==> config.mk <==
export PLATFORM = sky130hd
export DESIGN_NAME = sum_serializer
export DESIGN_NICKNAME = d
export VERILOG_FILES = /design/src/rtl/sum_serializer.sv
export SDC_FILE = /design/constraint.sdc
export NUM_CORES = 1
export LEC_CHECK = 0
export ABC_AREA = 1
export CAP_MARGIN = 30
export CORE_MARGIN = 2
export CORE_UTILIZATION = 44
export DETAILED_ROUTE_END_ITERATION = 10
export GPL_TIMING_DRIVEN = 1
export MAX_ROUTING_LAYER = met4
export SKIP_LAST_GASP = 1
export SLEW_MARGIN = 20
export SYNTH_ARGS = -nofsm -noshare
export SYNTH_HDL_FRONTEND = slang
export SYNTH_SLANG_ARGS = --single-unit
==> constraint.sdc <==
create_clock -name wb_clk_i -period 2.39 [get_ports wb_clk_i]
set_input_delay 0.3585 -clock wb_clk_i [delete_from_list [all_inputs] [get_ports wb_clk_i]]
set_output_delay 0.3585 -clock wb_clk_i [all_outputs]
set_load 0.02 [all_outputs]
==> src/rtl/sum_serializer.sv <==
// sum_serializer: buffers adder sums in a small FIFO and
// shifts each word out LSB-first with a frame marker.
module sum_serializer #(
  parameter int WIDTH = 8,
  parameter int DEPTH = 4
) (
  input  logic                   wb_clk_i,
  input  logic                   wb_rst_i,
  input  logic                   vdd,
  input  logic                   vss,
  input  logic [WIDTH-1:0]       sum_i,
  input  logic                   sum_valid_i,
  output logic                   sum_ready_o,
  input  logic                   ser_en_i,
  input  logic                   clr_ovf_i,
  output logic                   ser_data_o,
  output logic                   ser_frame_o,
  output logic                   overflow_o,
  output logic [$clog2(DEPTH):0] level_o
);

  localparam int AW = $clog2(DEPTH);
  localparam int CW = (WIDTH > 1) ? $clog2(WIDTH) : 1;
  localparam logic [AW:0]   FULL = (AW+1)'(DEPTH);
  localparam logic [CW-1:0] LAST = CW'(WIDTH - 1);

  typedef enum logic [1:0] {
    IDLE,
    LOAD,
    SHIFT,
    GAP
  } state_e;

  state_e           state_q;
  logic [WIDTH-1:0] mem_q [DEPTH];
  logic [AW-1:0]    wptr_q, wptr_d;
  logic [AW-1:0]    rptr_q, rptr_d;
  logic [AW:0]      level_q, level_d;
  logic             ovf_q, ovf_d;
  logic [WIDTH-1:0] shreg_q;
  logic [WIDTH-1:0] shr_w;
  logic [WIDTH-1:0] head;
  logic [CW-1:0]    cnt_q;
  logic             frame_q, data_q;
  logic             full, push, pop, drop;
  logic             unused_pwr;

  assign unused_pwr = vdd ^ vss;

  assign full = (level_q == FULL);
  assign push = sum_valid_i & ~full;
  assign drop = sum_valid_i & full;
  assign pop  = (state_q == LOAD);
  assign head = mem_q[rptr_q];
  assign shr_w = shreg_q >> 1;

  // Next-state for pointers, occupancy and sticky overflow
  always_comb begin
    wptr_d  = push ? wptr_q + AW'(1) : wptr_q;
    rptr_d  = pop ? rptr_q + AW'(1) : rptr_q;
    level_d = level_q;
    unique case ({push, pop})
      2'b10:   level_d = level_q + (AW+1)'(1);
      2'b01:   level_d = level_q - (AW+1)'(1);
      default: level_d = level_q;
    endcase
    ovf_d = ovf_q;
    if (drop)
      ovf_d = 1'b1;
    else if (clr_ovf_i)
      ovf_d = 1'b0;
  end

  // FIFO storage; stale entries are harmless after reset
  always_ff @(posedge wb_clk_i) begin
    if (push)
      mem_q[wptr_q] <= sum_i;
  end

  // FIFO control registers
  always_ff @(posedge wb_clk_i) begin
    if (!wb_rst_i) begin
      wptr_q  <= '0;
      rptr_q  <= '0;
      level_q <= '0;
      ovf_q   <= 1'b0;
    end else begin
      wptr_q  <= wptr_d;
      rptr_q  <= rptr_d;
      level_q <= level_d;
      ovf_q   <= ovf_d;
    end
  end

  // Serializer FSM with registered pin outputs
  always_ff @(posedge wb_clk_i) begin
    if (!wb_rst_i) begin
      state_q <= IDLE;
      shreg_q <= '0;
      cnt_q   <= '0;
      frame_q <= 1'b0;
      data_q  <= 1'b0;
    end else begin
      unique case (state_q)
        IDLE: begin
          if (level_q != '0)
            state_q <= LOAD;
        end
        LOAD: begin
          shreg_q <= head;
          cnt_q   <= '0;
          frame_q <= 1'b1;
          data_q  <= head[0];
          state_q <= SHIFT;
        end
        SHIFT: begin
          if (ser_en_i) begin
            shreg_q <= shr_w;
            if (cnt_q == LAST) begin
              frame_q <= 1'b0;
              data_q  <= 1'b0;
              state_q <= GAP;
            end else begin
              cnt_q  <= cnt_q + CW'(1);
              data_q <= shr_w[0];
            end
          end
        end
        GAP: begin
          state_q <= (level_q != '0) ? LOAD : IDLE;
        end
        default: begin
          frame_q <= 1'b0;
          data_q  <= 1'b0;
          state_q <= IDLE;
        end
      endcase
    end
  end

  assign sum_ready_o = ~full;
  assign level_o     = level_q;
  assign overflow_o  = ovf_q;
  assign ser_frame_o = frame_q;
  assign ser_data_o  = data_q;

endmodule

Word level (Yosys, flattened, before mapping) --
Memory sizes are Yosys's and may differ from the RTL's. A register that Yosys moved wholly into a read port is not among the register bits. Cells that the tools add are included.
Word-level totals: bits in registers 23, memory bits (writable) 32, input port bits 15, output and inout bits 7, logic and storage cells 61, memories 1
Cells by class: add/subtract/negate cells 5, equality and inequality tests 11, muxes and demuxes 23, bitwise logic cells 3, reduce and logical (&&, ||, !) cells 9
Memory list:
- mem_q | words 4, bits a word 8, rd ports 1, clocked after memory_dff 1, wr ports 1, RTL line 35 | logic [WIDTH-1:0] mem_q [DEPTH];
Operators by type and width (number):
- 8-bit one-hot mux with 2 select lines | 1
- 3-bit one-hot mux with 2 select lines | 2
- 2-bit 2-to-1 mux | 5
- 1-bit 2-to-1 mux | 9
- 3-bit AND reduction | 3
- 8-bit 2-to-1 mux | 1
- 2-bit inequality test, second input constant | 4
- 2-bit one-hot mux with 4 select lines | 1
- 3-bit by 1-bit adder with 3-bit output, second input constant | 2
- 2-bit == test, second input constant | 3
- 3-bit == test, second input constant | 2
- 3-bit 2-to-1 mux | 2
- 2-bit nonzero test | 3
- 2-bit by 1-bit adder with 2-bit output, second input constant | 2
- 2-bit by 1-bit == test with 1-bit output, second input constant | 2
- 1-bit one-hot mux with 2 select lines | 2
- 3-bit nonzero test | 1
- 3-bit by 1-bit subtractor with 3-bit output, second input constant | 1
- 1-bit bitwise AND | 2
- 2-bit logical NOT | 1
- 2-bit AND reduction | 1
- 1-bit inverter | 1

Depth between registers and ports, before layout --
Gate-level depths: netlist of run 1.
depth in word-level cells 5, gate-level depth with buffers 11, gate-level depth less buffers 11

Worst setup path after synthesis of run 1 --
Ideal clock, no wire load.
kind flip-flop to flip-flop, from register level_q[0] (netlist: level_o[0]), to register level_q[2] (netlist: level_o[2]), library setup time 0.070 ns, data arrival time 1.745 ns, required time 2.320 ns, path slack 0.575 ns, cell stages (with the launch flop) 12, buffers on the path 0, clock period less this slack 1.815 ns, cell sequence dfxtp_1 nor2_4 nand2_2 nand2_4 ha_1 inv_1 fa_1 nor2_1 nor2_1 nand2_1 o21ai_0 a21oi_1
On the way: word-level cells in the longest chain between the ends 5, elaborated cells between the ends (all ways) 9, classes of those cells add/sub: 2; eq/ne: 3; mux: 1; bitwise: 2; reduce/logical: 1
Ends and longest elaborated chain:
- start: declaration | RTL line 38 | logic [AW:0] level_q, level_d;
- start signal: assignment | RTL line 90 | level_q <= level_d;
- 3-bit == test (*) | RTL line 50 | assign full = (level_q == FULL);
- 1-bit inverter (*)
- named net sum_ready_o | RTL line 13 | output logic sum_ready_o,
- 1-bit bitwise AND (*) | RTL line 51 | assign push = sum_valid_i & ~full;
- 2-bit by 1-bit == test with 1-bit output or 2-bit == test (tied branches) | RTL line 62 | unique case ({push, pop})
- 3-bit one-hot mux with 2 select lines or 2-bit nonzero test (tied branches)
Mark *: on every way through the listed nets, which the timed path passes. The rest lies on a longest branch. A chain may end at the register's enable or synchronous reset.

Final worst setup path of run 1 --
from register state_q[1], to register level_q[2] (netlist: level_o[2])
On the way: word-level cells in the longest chain between the ends 3, elaborated cells between the ends (all ways) 5, classes of those cells eq/ne: 3; mux: 1; reduce/logical: 1
Ends and longest elaborated chain:
- start: declaration | RTL line 34 | state_e state_q;
- start signal: assignment | RTL line 130 | state_q <= (level_q != '0) ? LOAD : IDLE;
- 2-bit by 1-bit == test with 1-bit output (*) | RTL line 53 | assign pop = (state_q == LOAD);
- 2-bit by 1-bit == test with 1-bit output or 2-bit == test (tied branches) | RTL line 62
- 3-bit one-hot mux with 2 select lines or 2-bit nonzero test (tied branches)
Every way passes the cells marked *; elsewhere a longest branch is shown, timed or not.

==> key figures, run 1 <==
Logic synthesis
  – Register bit total from synthesis: 56
  – Synthesized area per cell: 10.5 um2
  – Mapped Area: 2580 um2
  – Prevailing post-synth register cell: edfxtp_1
  – Sequential fraction of the synthesis area: 0.558
  – Number of synthesized flops with an enable pin: 32
  – Area contributors post-synth: edfxtp_1 37%, dfxtp_1 19%, nand2_1 7.6%
  – Yosys warning count: 0
  – Largest area contributor in the netlist: edfxtp_1
  – Post-Syn Instances: ~250
  – Synth unique cells: 26
  – Syn_nets: 274
  – Most frequent cell after synthesis: nand2_1
  – Yosys top cell area share: 0.372
  – Async SR Flop Fraction: 0
  – Post-synth top cells: 52 x nand2_1, 32 x edfxtp_1, 24 x dfxtp_1, 22 x inv_1, 22 x nand3_1

Worst setup path
  – Crit path capture type: flop
  – Max FO, Critical Path: 5
  – Req. time, crit path: 2630 ps
  – R2R depth: 10
  – Critical path data arrival time: around 2300 ps
  – R2R Path Start: state_q[1]
  – CP Launch Type: flop
  – FF-to-FF setup slack: 380 ps
  – RR Endpoint: level_o[2]
  – Critical path class: reg2reg

Clock tree
  – H-tree Lvls: 2
  – # hold bufs at CTS: 0
  – Worst-skew pair later-pin latency: about 300 ps
  – CTS Buf Count: 5
  – Root buffer cell: clkbuf_8
  – Clock slew at reported path FFs: 100 ps
  – Sink Count: 56
  – CTS tree: yes
  – Post-cts resize count: 0
  – Setup repair bufs after CTS: 0
  – Clk buf depth: 2

Placement
  – PortBufs: 19
  – Post-DP HPWL: around 2.9 mm
  – Placed inst area: 2810 um2
  – GP Congestion: 0.704

Drt
  – Routed wire length: 4.27 mm
  – Pre-antenna DRT Iters: 4
  – DR vias/cell: 4.84
  – Post-route ant nets: 0
  – Vias: 1661
  – Drt drc: 0
  – Initial DRC count: 97
  – Drt wl/cell: 12.5 um

Die
  – Site Rows: 27
  – Starting Density: 0.464
  – Die area: 6500 um2
  – I/O pins: 22
  – Die Y: 80.7 um
  – Core area: between 5000 and 6000 um2
  – Die extent in x: around 80 um

Hold path
  – Hold WC Path Type: reg2reg
  – Worst Hold Path EP: rptr_q[1]
  – Hold path depth: 1
  – Hold Path Origin: rptr_q[1]

Timing
  – Setup TNS: 0 ps
  – Slew headroom: 0.487
  – Final Cycle Share: 0.841
  – Final setup skew: between 6 and 7 ps
  – Max frequency: 498 MHz
  – Final min period: 2010 ps
  – Final Hold Viols: 0
  – Max-slew violation count: 0
  – Slew @ Worst Pin: approximately 770 ps
  – RSZ-0062 raised after global routing: no
  – Final setup fails: 0

Finish
  – Fillers: 523
  – Ant. Diodes: 0
  – Register Area: roughly 1400 um2
  – Area taken by multi-input logic gates: 937 um2
  – Layout Utilization: 0.521
  – Layout Area Growth over Synthesis: 12.4%
  – Fin nets: 298
  – Layout cells sized above 1: 0.159
  – Post-route cell area: about 2900 um2

Power
  – Max rail drop VDD: 0.708 mV
  – Power, Total: about 0.0028 W
  – Leakage: roughly 1.1 nW
  – Power density over the cells: between 900 and 1000 nW/um2

GRT
  – Grt total ovfl: 0
  – Largest net degree at the start of global routing: 20
  – Global-route usage over all layers: 0.156
  – Number of global-route vias before repair: 1581
  – First-pass GRT wire length: 7.40 mm
  – Initial antenna violation count: 0

Outcome
  – Status: finished clean

Flow run
  – Max-cap violations: 0
-- stage by stage --
step                worst slack (ps)  hold slack [ps]  instances
finish                           381              458        343
global route                     169              478        343
CTS                              385              458        343
detailed placement               273              441        335
global placement                 344              435        335
floorplan                        575              412        246
-- critical path: stages, from the launching register on --
cell     delay (ps)
dfxtp_1         350
inv_1           140
ha_1            340
ha_1            210
inv_1            70
fa_1            390
nor2_1          120
nor2_1           50
nand2_1          60
o21ai_0          80
a21oi_1         150
-- layout make-up --
class / instances / area share
clock inverter: 3 / 0.00861
clock buffer: 5 / 0.0237
sequential: 56 / 0.496
timing repair buffer: 24 / 0.0784
tap: 72 / 0.0310
multi-input combinational: 157 / 0.323
inverter: 26 / 0.0396
-- how the worst max path moves through the flow --
stage / startpoint / end / slack, ps / depth (start not counted)
detailed placement: sum_valid_i / level_o[2] / 270 / 10
finish: state_q[1] / level_o[2] / 380 / 10
global route: state_q[1] / level_o[2] / 170 / 10
CTS: state_q[1] / level_o[2] / 390 / 10
global placement: sum_valid_i / level_o[2] / 340 / 10
floorplan: level_o[0] / level_o[2] / 580 / 11
-- kinds of logic (layout without fill, tap and decap cells) --
logic type / after synthesis / count (layout) / synth area share
DFF: 56 / 56 / 0.558
adders and majority gates: 13 / 13 / 0.0658
buffers and inverters: 33 / 58 / 0.0799
AOI/OAI and AO/OA: 45 / 45 / 0.111
and+or+nand+nor: 99 / 99 / 0.185
-- per-layer routing --
metal,track usage,up-vias,wire (um)
met2,0.252,23,2110
met1,0.197,766,2000
met3,0.0337,4,120
met5,-,-,0
met4,0.0508,0,43
li1,-,868,-
-- registers in the layout, summed over array words and instances, names as in the netlist, named ones only --
name	count
ser_data_o	1
state_q	2
shreg_q	7
overflow_o	1
level_o	3
mem_q	32
ser_frame_o	1
rptr_q	2
cnt_q	3
wptr_q	2
-- cell usage in the layout, fill, tap and decap left out --
master	n
o21ai_0	7
nor2_4	3
clkinvlp_4	1
nand2_1	52
o211ai_1	1
dfxtp_1	24
inv_4	1
edfxtp_1	32
nand2_4	3
buf_4	5
fa_1	1
nand3_1	22
o21ai_1	5
a21oi_2	8
nor2_1	12
ha_1	12
inv_6	2
nand2_8	1
clkbuf_8	5
inv_8	2
inv_1	22
a21oi_1	16
or2_0	3
o21ai_2	8
inv_2	1
nand2_2	2
nand3_2	1
clkdlybuf4s50_1	19
-- power breakdown --
group / leakage (nW) / switching [W] / internal [W]
Combinational: 0.603 / 0.000585 / 0.000381
Clock: 0.0452 / 0.000317 / 0.000214
Sequential: 0.491 / 0.000134 / 0.00118
No activity file was read; power rests on OpenSTA's default activity.
==> run 2, diff against run 1 <==
- clock period: 2.39 -> 2.1 ns (I/O delays scaled with it)
==> key figures, run 2 (synthesized netlist as in run 1, its figures left out) <==
Timing
  – Max frequency: around 550 MHz
  – Final Cycle Share: 0.873
  – Slew headroom: 0.663
  – Final Hold Viols: 0
  – Final min period: between 1500 and 2000 ps
  – Slew @ Worst Pin: 505 ps
  – RSZ-0062 raised after global routing: no
  – Final setup skew: 8.42 ps
  – Setup TNS: 0 ps
  – Final setup fails: 0
  – Max-slew violation count: 0

Drt
  – Post-route ant nets: 0
  – Drt wl/cell: 12.4 um
  – Initial DRC count: 79
  – Routed wire length: about 4.3 mm
  – Vias: 1656
  – Pre-antenna DRT Iters: 4
  – DR vias/cell: ~4.8
  – Drt drc: 0

GRT
  – Global-route usage over all layers: 0.150
  – Number of global-route vias before repair: 1550
  – Largest net degree at the start of global routing: 19
  – First-pass GRT wire length: 7.20 mm
  – Initial antenna violation count: 0
  – Grt total ovfl: 0

Finish
  – Top Registers: mem_q x32, shreg_q x7
  – Layout cells sized above 1: 0.165
  – Layout Area Growth over Synthesis: 12.9%
  – Ant. Diodes: 0
  – Layout Utilization: 0.523
  – Commonest non-fill, non-tap cell in the layout: nand2_1
  – Most frequent cells in the layout: 52 x nand2_1, 32 x edfxtp_1, 24 x dfxtp_1, 22 x inv_1, 22 x nand3_1
  – Top reg by flops: mem_q
  – Max reg flops: 32
  – Fin nets: 300

Clock tree
  – Post-cts resize count: 0
  – CTS tree: yes
  – CTS Buf Count: 5
  – Sink Count: 56
  – Clock slew at reported path FFs: 90 ps
  – Worst-skew pair later-pin latency: 300 ps
  – H-tree Lvls: 2
  – Root buffer cell: clkbuf_8
  – Clk buf depth: 2
  – # hold bufs at CTS: 0
  – Setup repair bufs after CTS: 0

Worst setup path
  – Req. time, crit path: 1780 ps
  – Crit path capture type: output port
  – R2R Path Start: level_o[0]
  – Crit. Startpoint: level_o[0]
  – CP Launch Type: flop
  – Critical path data arrival time: 1520 ps
  – Critical path class: reg2out
  – Max FO, Critical Path: 5

Die
  – Die area: between 6000 and 7000 um2
  – Core area: 5570 um2
  – Die extent in x: 80.7 um
  – Site Rows: 27
  – Starting Density: 0.464
  – Die Y: between 80 and 90 um
  – I/O pins: 22

Placement
  – GP Congestion: 0.717
  – PortBufs: 19
  – Post-DP HPWL: 3.01 mm

Power
  – Comb pwr share: 0.358
  – Reg power frac: 0.459
  – Switching Fraction: 0.366
  – Max rail drop VDD: about 0.57 mV
  – Power density over the cells: 1100 nW/um2
  – Leakage: about 1.2 nW
  – Internal power: 0.00203 W
  – Switching power: 0.00117 W
  – Clock share of power: 0.184

Hold path
  – Hold WC Path Type: reg2reg
  – Hold Path Origin: rptr_q[1]

Outcome
  – Status: finished clean

Flow run
  – Max-cap violations: 0
[run 2: cell count changes in the layout (fill, tap and decap cells not counted)]
cell / before / now
clkinv_2: 0 / 1
buf_4: 5 / 7
clkinvlp_4: 1 / 0
inv_6: 2 / 1
clkinv_4: 0 / 1
[run 2: final cells by class]
| type | instances | area [um2] |
|---|---|---|
| fill | 493 | 2660 |
| sequential | 56 | 1440 |
| inverter | 26 | 115 |
| clock buffer | 5 | 68.8 |
| tap | 72 | 90.1 |
| clock inverter | 3 | 22.5 |
| multi-input combinational | 157 | 937 |
| timing repair buffer | 26 | 243 |
[run 2: through the flow]
stage / setup WS (ps) / std cells / area [um2] / power, W / hold WS (ps)
final: 267 / 345 / 2920 / 0.00320 / 459
after global routing: 120 / 345 / 2920 / 0.00345 / 473
after CTS: 247 / 345 / 2920 / 0.00324 / 458
after detailed placement: 83.1 / 337 / 2830 / 0.00265 / 438
after global placement: 139 / 337 / 2830 / 0.00264 / 422
after floorplan: 285 / 246 / 2580 / 0.00242 / 412
[run 2: metal layers]
layer / GRT usage / routed length, um / vias to the layer above
li1: - / - / 870
met1: 0.196 / 1990 / 752
met2: 0.242 / 2030 / 30
met3: 0.0303 / 208 / 4
met4: 0.0356 / 46 / 0
met5: - / 0 / -
[run 2: critical path, cell delays in order, from the launching register on]
cell and delay (ps):
dfxtp_1 450, nor2_4 80, nand2_2 90, clkdlybuf4s50_1 610
[run 2: worst paths after layout]
check / endpoint / slack, ps / depth (start not counted)
worst max-delay path: sum_ready_o / 270 / 3
worst min-delay path: rptr_q[1] / 460 / 1
worst max register to register: level_o[2] / 280 / 11
worst min register to register: rptr_q[1] / 460 / 1
[run 2: power by group through the flow]
| stage | Sequential [W] | Clock (W) | Combinational (W) |
|---|---|---|---|
| floorplan | 0.00151 | 0 | 0.000906 |
| global placement | 0.00149 | 0 | 0.00115 |
| detailed placement | 0.00149 | 0 | 0.00116 |
| CTS | 0.00147 | 0.000609 | 0.00117 |
| global route | 0.00149 | 0.000655 | 0.00130 |
| finish | 0.00147 | 0.000588 | 0.00114 |
